File: config.mk
export PLATFORM = sky130hd
export DESIGN_NAME = ijtag_scan_master
export DESIGN_NICKNAME = d
export VERILOG_FILES = /design/src/rtl/ijtag_scan_master_pkg.sv /design/src/rtl/ijtag_scan_master_tck_phase.sv /design/src/rtl/ijtag_scan_master.sv
export SDC_FILE = /design/constraint.sdc
export NUM_CORES = 1
export LEC_CHECK = 0
export BUFFER_PORTS_ARGS = -buffer_cell sky130_fd_sc_hd__buf_2
export CAP_MARGIN = 20
export CORE_MARGIN = 2
export CORE_UTILIZATION = 55
export DETAILED_ROUTE_END_ITERATION = 8
export GPL_TIMING_DRIVEN = 0
export PLACE_DENSITY_LB_ADDON = 0.2
export SYNTH_ARGS = -nofsm -noshare
export SYNTH_HDL_FRONTEND = slang
export SYNTH_SLANG_ARGS = --single-unit
File: constraint.sdc
create_clock -name clk -period 2.6 [get_ports clk]
set_input_delay 0.26 -clock clk [delete_from_list [all_inputs] [get_ports clk]]
set_output_delay 0.26 -clock clk [all_outputs]
set_load 0.05 [all_outputs]
File: src/rtl/ijtag_scan_master_pkg.sv
// ijtag_scan_master_pkg: state encodings, reset length and tck phase constants
package ijtag_scan_master_pkg;
  localparam logic [2:0] S_IDLE    = 3'd0;
  localparam logic [2:0] S_RST     = 3'd1;
  localparam logic [2:0] S_CAPTURE = 3'd2;
  localparam logic [2:0] S_SHIFT   = 3'd3;
  localparam logic [2:0] S_UPDATE  = 3'd4;
  localparam logic [2:0] S_FIN     = 3'd5;
  localparam int RST_TCKS = 2;
  localparam logic PH0 = 1'b0;
  localparam logic PH1 = 1'b1;
endpackage

File: src/rtl/ijtag_scan_master_tck_phase.sv
// ijtag_tck_phase: clk/2 scan clock with strobes for the edge that ends each phase
module ijtag_tck_phase
  import ijtag_scan_master_pkg::*;
(
  input  logic clk,
  input  logic nRst,
  output logic tck,
  output logic phase_fall,
  output logic phase_rise
);
  always_ff @(posedge clk)
    if (!nRst) tck <= PH0;
    else tck <= ~tck;
  assign phase_fall = tck == PH1;
  assign phase_rise = tck == PH0;
endmodule

File: src/rtl/ijtag_scan_master.sv
// ijtag_scan_master: capture-shift-update initiator for a client IJTAG scan port
module ijtag_scan_master
  import ijtag_scan_master_pkg::*;
#(
  parameter int MAX_LEN = 16,
  parameter int LEN_W   = 5
) (
  input  logic               clk,
  input  logic               nRst,
  input  logic               start,
  input  logic               rst_req,
  input  logic [LEN_W-1:0]   len,
  input  logic [MAX_LEN-1:0] wr_data,
  output logic               busy,
  output logic               done,
  output logic [MAX_LEN-1:0] rd_data,
  output logic               ijtag_tck,
  output logic               ijtag_reset,
  output logic               ijtag_sel,
  output logic               ijtag_ce,
  output logic               ijtag_se,
  output logic               ijtag_ue,
  output logic               ijtag_si,
  input  logic               ijtag_so
);
  logic [2:0] state;
  logic [LEN_W-1:0] len_q, cnt;
  logic [MAX_LEN-1:0] wr_q, ptr;
  logic pend, pend_rst, phase_fall, phase_rise, acc, acc_rst, launch;
  ijtag_tck_phase u_phase (
    .clk(clk), .nRst(nRst), .tck(ijtag_tck), .phase_fall(phase_fall), .phase_rise(phase_rise)
  );
  always_comb begin
    acc     = state == S_IDLE && !pend && (start || rst_req);
    acc_rst = pend ? pend_rst : rst_req;
    launch  = state == S_IDLE && phase_fall && (pend || acc);
  end
  // ptr is a one-hot shift pointer so rd_data/wr_q need no variable-width indexing
  always_ff @(posedge clk)
    if (!nRst) begin
      state <= S_IDLE;
      pend <= 1'b0;
      pend_rst <= 1'b0;
      len_q <= '0;
      wr_q <= '0;
      cnt <= '0;
      ptr <= '0;
      busy <= 1'b0;
      done <= 1'b0;
      rd_data <= '0;
      ijtag_reset <= 1'b0;
      ijtag_sel <= 1'b0;
      ijtag_ce <= 1'b0;
      ijtag_se <= 1'b0;
      ijtag_ue <= 1'b0;
      ijtag_si <= 1'b0;
    end else begin
      done <= 1'b0;
      if (state != S_RST) ijtag_reset <= 1'b1;
      if (acc) begin
        busy <= 1'b1;
        pend_rst <= rst_req;
        if (!rst_req) begin
          len_q <= len > LEN_W'(MAX_LEN) ? LEN_W'(MAX_LEN) : len;
          wr_q <= wr_data;
          rd_data <= '0;
        end
      end
      pend <= launch ? 1'b0 : (acc && phase_rise) ? 1'b1 : pend;
      if (state == S_FIN) state <= S_IDLE;
      if (launch) begin
        if (acc_rst) begin
          state <= S_RST;
          ijtag_reset <= 1'b0;
          cnt <= LEN_W'(RST_TCKS - 1);
        end else begin
          state <= S_CAPTURE;
          ijtag_sel <= 1'b1;
          ijtag_ce <= 1'b1;
        end
      end else if (phase_fall) begin
        case (state)
          S_RST:
            if (cnt == '0) begin
              state <= S_FIN;
              ijtag_reset <= 1'b1;
              busy <= 1'b0;
              done <= 1'b1;
            end else cnt <= cnt - 1'b1;
          S_CAPTURE: begin
            ijtag_ce <= 1'b0;
            if (len_q == '0) begin
              state <= S_UPDATE;
              ijtag_ue <= 1'b1;
            end else begin
              state <= S_SHIFT;
              ijtag_se <= 1'b1;
              ijtag_si <= wr_q[0];
              ptr <= MAX_LEN'(1);
              cnt <= len_q - 1'b1;
            end
          end
          S_SHIFT: begin
            rd_data <= rd_data | (ijtag_so ? ptr : '0);
            ptr <= ptr << 1;
            if (cnt == '0) begin
              state <= S_UPDATE;
              ijtag_se <= 1'b0;
              ijtag_si <= 1'b0;
              ijtag_ue <= 1'b1;
            end else begin
              cnt <= cnt - 1'b1;
              ijtag_si <= |(wr_q & (ptr << 1));
            end
          end
          S_UPDATE: begin
            state <= S_FIN;
            ijtag_sel <= 1'b0;
            ijtag_ue <= 1'b0;
            busy <= 1'b0;
            done <= 1'b1;
          end
          default: ;
        endcase
      end
    end
endmodule

==> results summary <==
The run finished with clean final reports. The root cell of the clock tree is sky130_fd_sc_hd__clkbuf_8. The number of unique standard cell types used by synthesis came out at 58. The chip width came out at 78.4 um. The highest clock rate came out at 435 MHz. The share of post-route cells with drive strength above 1 is 0.231. The clock arrives with 0.0150 ns of skew. At the end of routability-driven placement, the weighted congestion stood at 0.862. The fraction of synthesis flops using an asynchronous set or reset pin is 0. The HPWL after detailed placement is 5010 um.

The die is 78.4 um tall. In the post-synthesis netlist, the cell with the most instances is sky130_fd_sc_hd__dfxtp_1. The total inserted antenna cells is 0.

In this run the critical register-to-register path is launched from state[0]$_SDFF_PN0_. The mean cell area of the mapped netlist is 9.26 sq um. The global-route wire length before repair is 11,600 um. The initial core utilization is 0.560. The number of antenna violations at the first check in global routing is 0. The TritonCTS buffer count is 9. Synthesis produced a netlist with a net count of 356. The mapped cell area is 3050 sq um.

The post-placement cell count came out at 450. The non-filler instance count after layout came out at 466. Dividing total power by cell area gives a power density of 665 nW/um^2. The setup fix buffers added after clock tree synthesis is 0. Of the post-synthesis cell area, the dominant cell type holds 0.473. In the routed design, unresolved DRC markers number 0. By count the netlist is led by 72 x sky130_fd_sc_hd__dfxtp_1, 49 x sky130_fd_sc_hd__a21oi_1, 46 x sky130_fd_sc_hd__nand2_1. The total negative slack came out at 0 ns. The first-pass detailed-route iteration total came out at 4. The critical path is of the register to register type. Of the synthesized area, sequential elements account for 0.473.

For this run, the leading register cell type out of synthesis is sky130_fd_sc_hd__dfxtp_1. The count of hold buffers inserted by post-cts repair is 0. Setup repair after global routing left no endpoint under its margin. The floorplan step defined a die boundary enclosing 6150 sq um.

The maximum clock path buffer count came out at 2. The area growth from synthesis to layout came out at 17.2%. The largest net degree at the start of global routing came out at 16.

The tightest hold path in the finished design has a slack of 0.138 ns. STA puts the critical path data required time at 2.84 ns. The remaining max-slew budget at the tightest pin came out at 0.665. The cell taking the most area after synthesis is sky130_fd_sc_hd__dfxtp_1. The arrival time reported for the critical path endpoint came out at 2.53 ns. Setup slack on the critical path of the routed design comes to 0.302 ns. The worst setup path is launched from a register. Buffers placed on the I/O ports in this run total 49.

The share of the cycle needed by the critical path after routing is 0.884. The clock tree from TritonCTS is done. Of all nets on the critical path, the largest fanout is 10. The depth of the worst register-to-register path is 9.

The core occupancy in the finished layout came out at 0.656. By area the synthesized netlist is led by sky130_fd_sc_hd__dfxtp_1 47%, sky130_fd_sc_hd__a21oi_1 8.1%, sky130_fd_sc_hd__nand2_1 5.7%. The number of global-route vias before repair is 2,322. In this run the register-to-register setup slack is 0.30 ns. For the pin with the worst max-slew slack, the measured transition is 0.502 ns.

The reported max-cap violation count is 0. Pin placement for this block handled 51 I/O pins. The number of clock sinks seen by CTS came out at 72. Synthesis produced a netlist whose cell count is 329. The final route contains 2,671 vias.

The detailed-route wire length per cell came out at 15.0 um. The flip-flop and latch count after synthesis is 72. The count of final hold-check violations is 0. The number of H-tree levels is 3.

The number of cells traversed by the worst hold path is 3. The number of flops mapped to enable cells by yosys came out at 0. The worst IR drop on VDD is 0.383 mV. The layout net count came out at 416. After global routing the overflow that remains totals 0. The overall fraction of global-route tracks in use is 0.241. The final number of setup-violating endpoints came out at 0. The initial detailed-routing violation count came out at 217.

For this design the static power due to leakage is 1.40 nW. The clock-pin transition on the worst setup and hold timing paths is 0.09 ns. The worst setup path is captured at a register. The reg-to-reg endpoint is cnt[4]$_SDFFE_PN0P_. The final count of pins violating max slew came out at 0. The worst hold path belongs to the class primary input to register. The Yosys step of the flow raised 0 warnings. In the routed layout, each cell is associated on average with a via count of 5.73.

The number of antenna-violating nets in the routed design is 0. The area inside the core boundary came out at 5440 sq um. The shortest clock period the worst path allows after layout is 2.30 ns. The setup slack after placement came out at 0.178 ns. The total wire length came out at 6980 um.

For the worst-skew pair, the clock arrives at the later sink with an insertion delay of 0.36 ns. The hold path endpoint is wr_q[8]$_SDFFE_PN0P_. The source of the worst hold timing path is wr_data[8]. The row count came out at 27.
-- stage by stage --
stage / area (sq um) / power (mW)
2_1_floorplan: 3050 / 1.46
3_3_place_gp: 3380 / 1.55
3_5_place_dp: 3380 / 1.55
4_1_cts: 3570 / 2.38
5_1_grt: 3570 / 2.46
6_report: 3570 / 2.37
-- final cells by class --
cell class | instances | area, sq um
plain buffers | 21 | 119
fillers | 463 | 1870
clock inverters | 7 | 62.6
well taps | 72 | 90.1
multi-input cells | 227 | 1450
clock buffers | 9 | 124
inverters | 9 | 33.8
flip-flops and latches | 72 | 1440
repair buffers | 49 | 245
-- routing by layer --
metal  wire length [um]  share of wire  up-vias  GRT usage
li1                   -              -     1348          -
met1               3530           0.51     1230      0.363
met2               2980           0.43       81      0.334
met3                355          0.051       12     0.0494
met4                118          0.017        0     0.0982
met5                  0              0        -          0
-- power breakdown --
part	total [mW]	leakage (nW)	internal, mW	switching [mW]
Clock	0.838	0.0863	0.365	0.473
Combinational	0.358	0.735	0.127	0.231
Sequential	1.18	0.584	1.14	0.0309
-- logic make-up after synthesis --
kind of cell / synth area share
adders and majority gates: 0.00411
xor gates and xnor gates: 0.00575
and+or+nand+nor: 0.168
AOI/OAI and AO/OA: 0.293
muxes: 0.00657
buffers and inverters: 0.0497
DFF: 0.473
-- sequential cells by signal, summed over array words and instances, names as in the netlist --
register,cells
busy,1
cnt,5
done,1
ijtag_ce,1
ijtag_reset,1
ijtag_se,1
ijtag_sel,1
ijtag_si,1
ijtag_ue,1
len_q,5
pend,1
pend_rst,1
ptr,16
rd_data,16
state,3
u_phase.phase_fall,1
wr_q,16
-- what timing repair did --
| item | CTS | global route |
|---|---|---|
| resized for setup | 0 | 1 |
| setup endpoints to repair | 0 | 1 |
| endpoints found under the hold margin | 0 | 0 |
-- critical path, cell delays in order (launching register included) --
cell                       delay (ns)
sky130_fd_sc_hd__dfxtp_1         0.33
sky130_fd_sc_hd__buf_2           0.20
sky130_fd_sc_hd__nor2b_1         0.15
sky130_fd_sc_hd__buf_2           0.20
sky130_fd_sc_hd__mux2i_1         0.26
sky130_fd_sc_hd__ha_1            0.30
sky130_fd_sc_hd__nor3b_1         0.29
sky130_fd_sc_hd__xnor2_1         0.09
sky130_fd_sc_hd__a21boi_0        0.21
sky130_fd_sc_hd__o221ai_1        0.14
-- placed cells by master (no fill, tap or decap), types with 3 or more instances in the layout --
master	n
sky130_fd_sc_hd__o221ai_1	3
sky130_fd_sc_hd__clkinvlp_4	3
sky130_fd_sc_hd__nand2_1	46
sky130_fd_sc_hd__a22o_1	15
sky130_fd_sc_hd__dfxtp_1	72
sky130_fd_sc_hd__buf_6	3
sky130_fd_sc_hd__a22oi_1	7
sky130_fd_sc_hd__nand3_1	6
sky130_fd_sc_hd__clkbuf_8	9
sky130_fd_sc_hd__o21ai_0	9
sky130_fd_sc_hd__a21oi_1	49
sky130_fd_sc_hd__a31oi_1	3
sky130_fd_sc_hd__o2bb2ai_1	15
sky130_fd_sc_hd__nor2_1	9
sky130_fd_sc_hd__buf_2	56
sky130_fd_sc_hd__nor2b_1	5
sky130_fd_sc_hd__inv_1	9
sky130_fd_sc_hd__nand3b_1	6
sky130_fd_sc_hd__a21boi_0	3
sky130_fd_sc_hd__nor4_1	3
sky130_fd_sc_hd__clkbuf_1	8
-- how the worst max path moves through the flow --
| stage | start | to | slack [ns] | cells after the start |
|---|---|---|---|---|
| after floorplan | state[0]$_SDFF_PN0_ | cnt[4]$_SDFFE_PN0P_ | 0.63 | 9 |
| after global placement | state[0]$_SDFF_PN0_ | cnt[4]$_SDFFE_PN0P_ | 0.27 | 9 |
| after detailed placement | state[0]$_SDFF_PN0_ | cnt[4]$_SDFFE_PN0P_ | 0.18 | 9 |
| after CTS | state[0]$_SDFF_PN0_ | cnt[4]$_SDFFE_PN0P_ | 0.17 | 9 |
| after global routing | state[0]$_SDFF_PN0_ | cnt[4]$_SDFFE_PN0P_ | 0.09 | 9 |
| final | state[0]$_SDFF_PN0_ | cnt[4]$_SDFFE_PN0P_ | 0.30 | 9 |
Power figures use the tool's default switching activity.
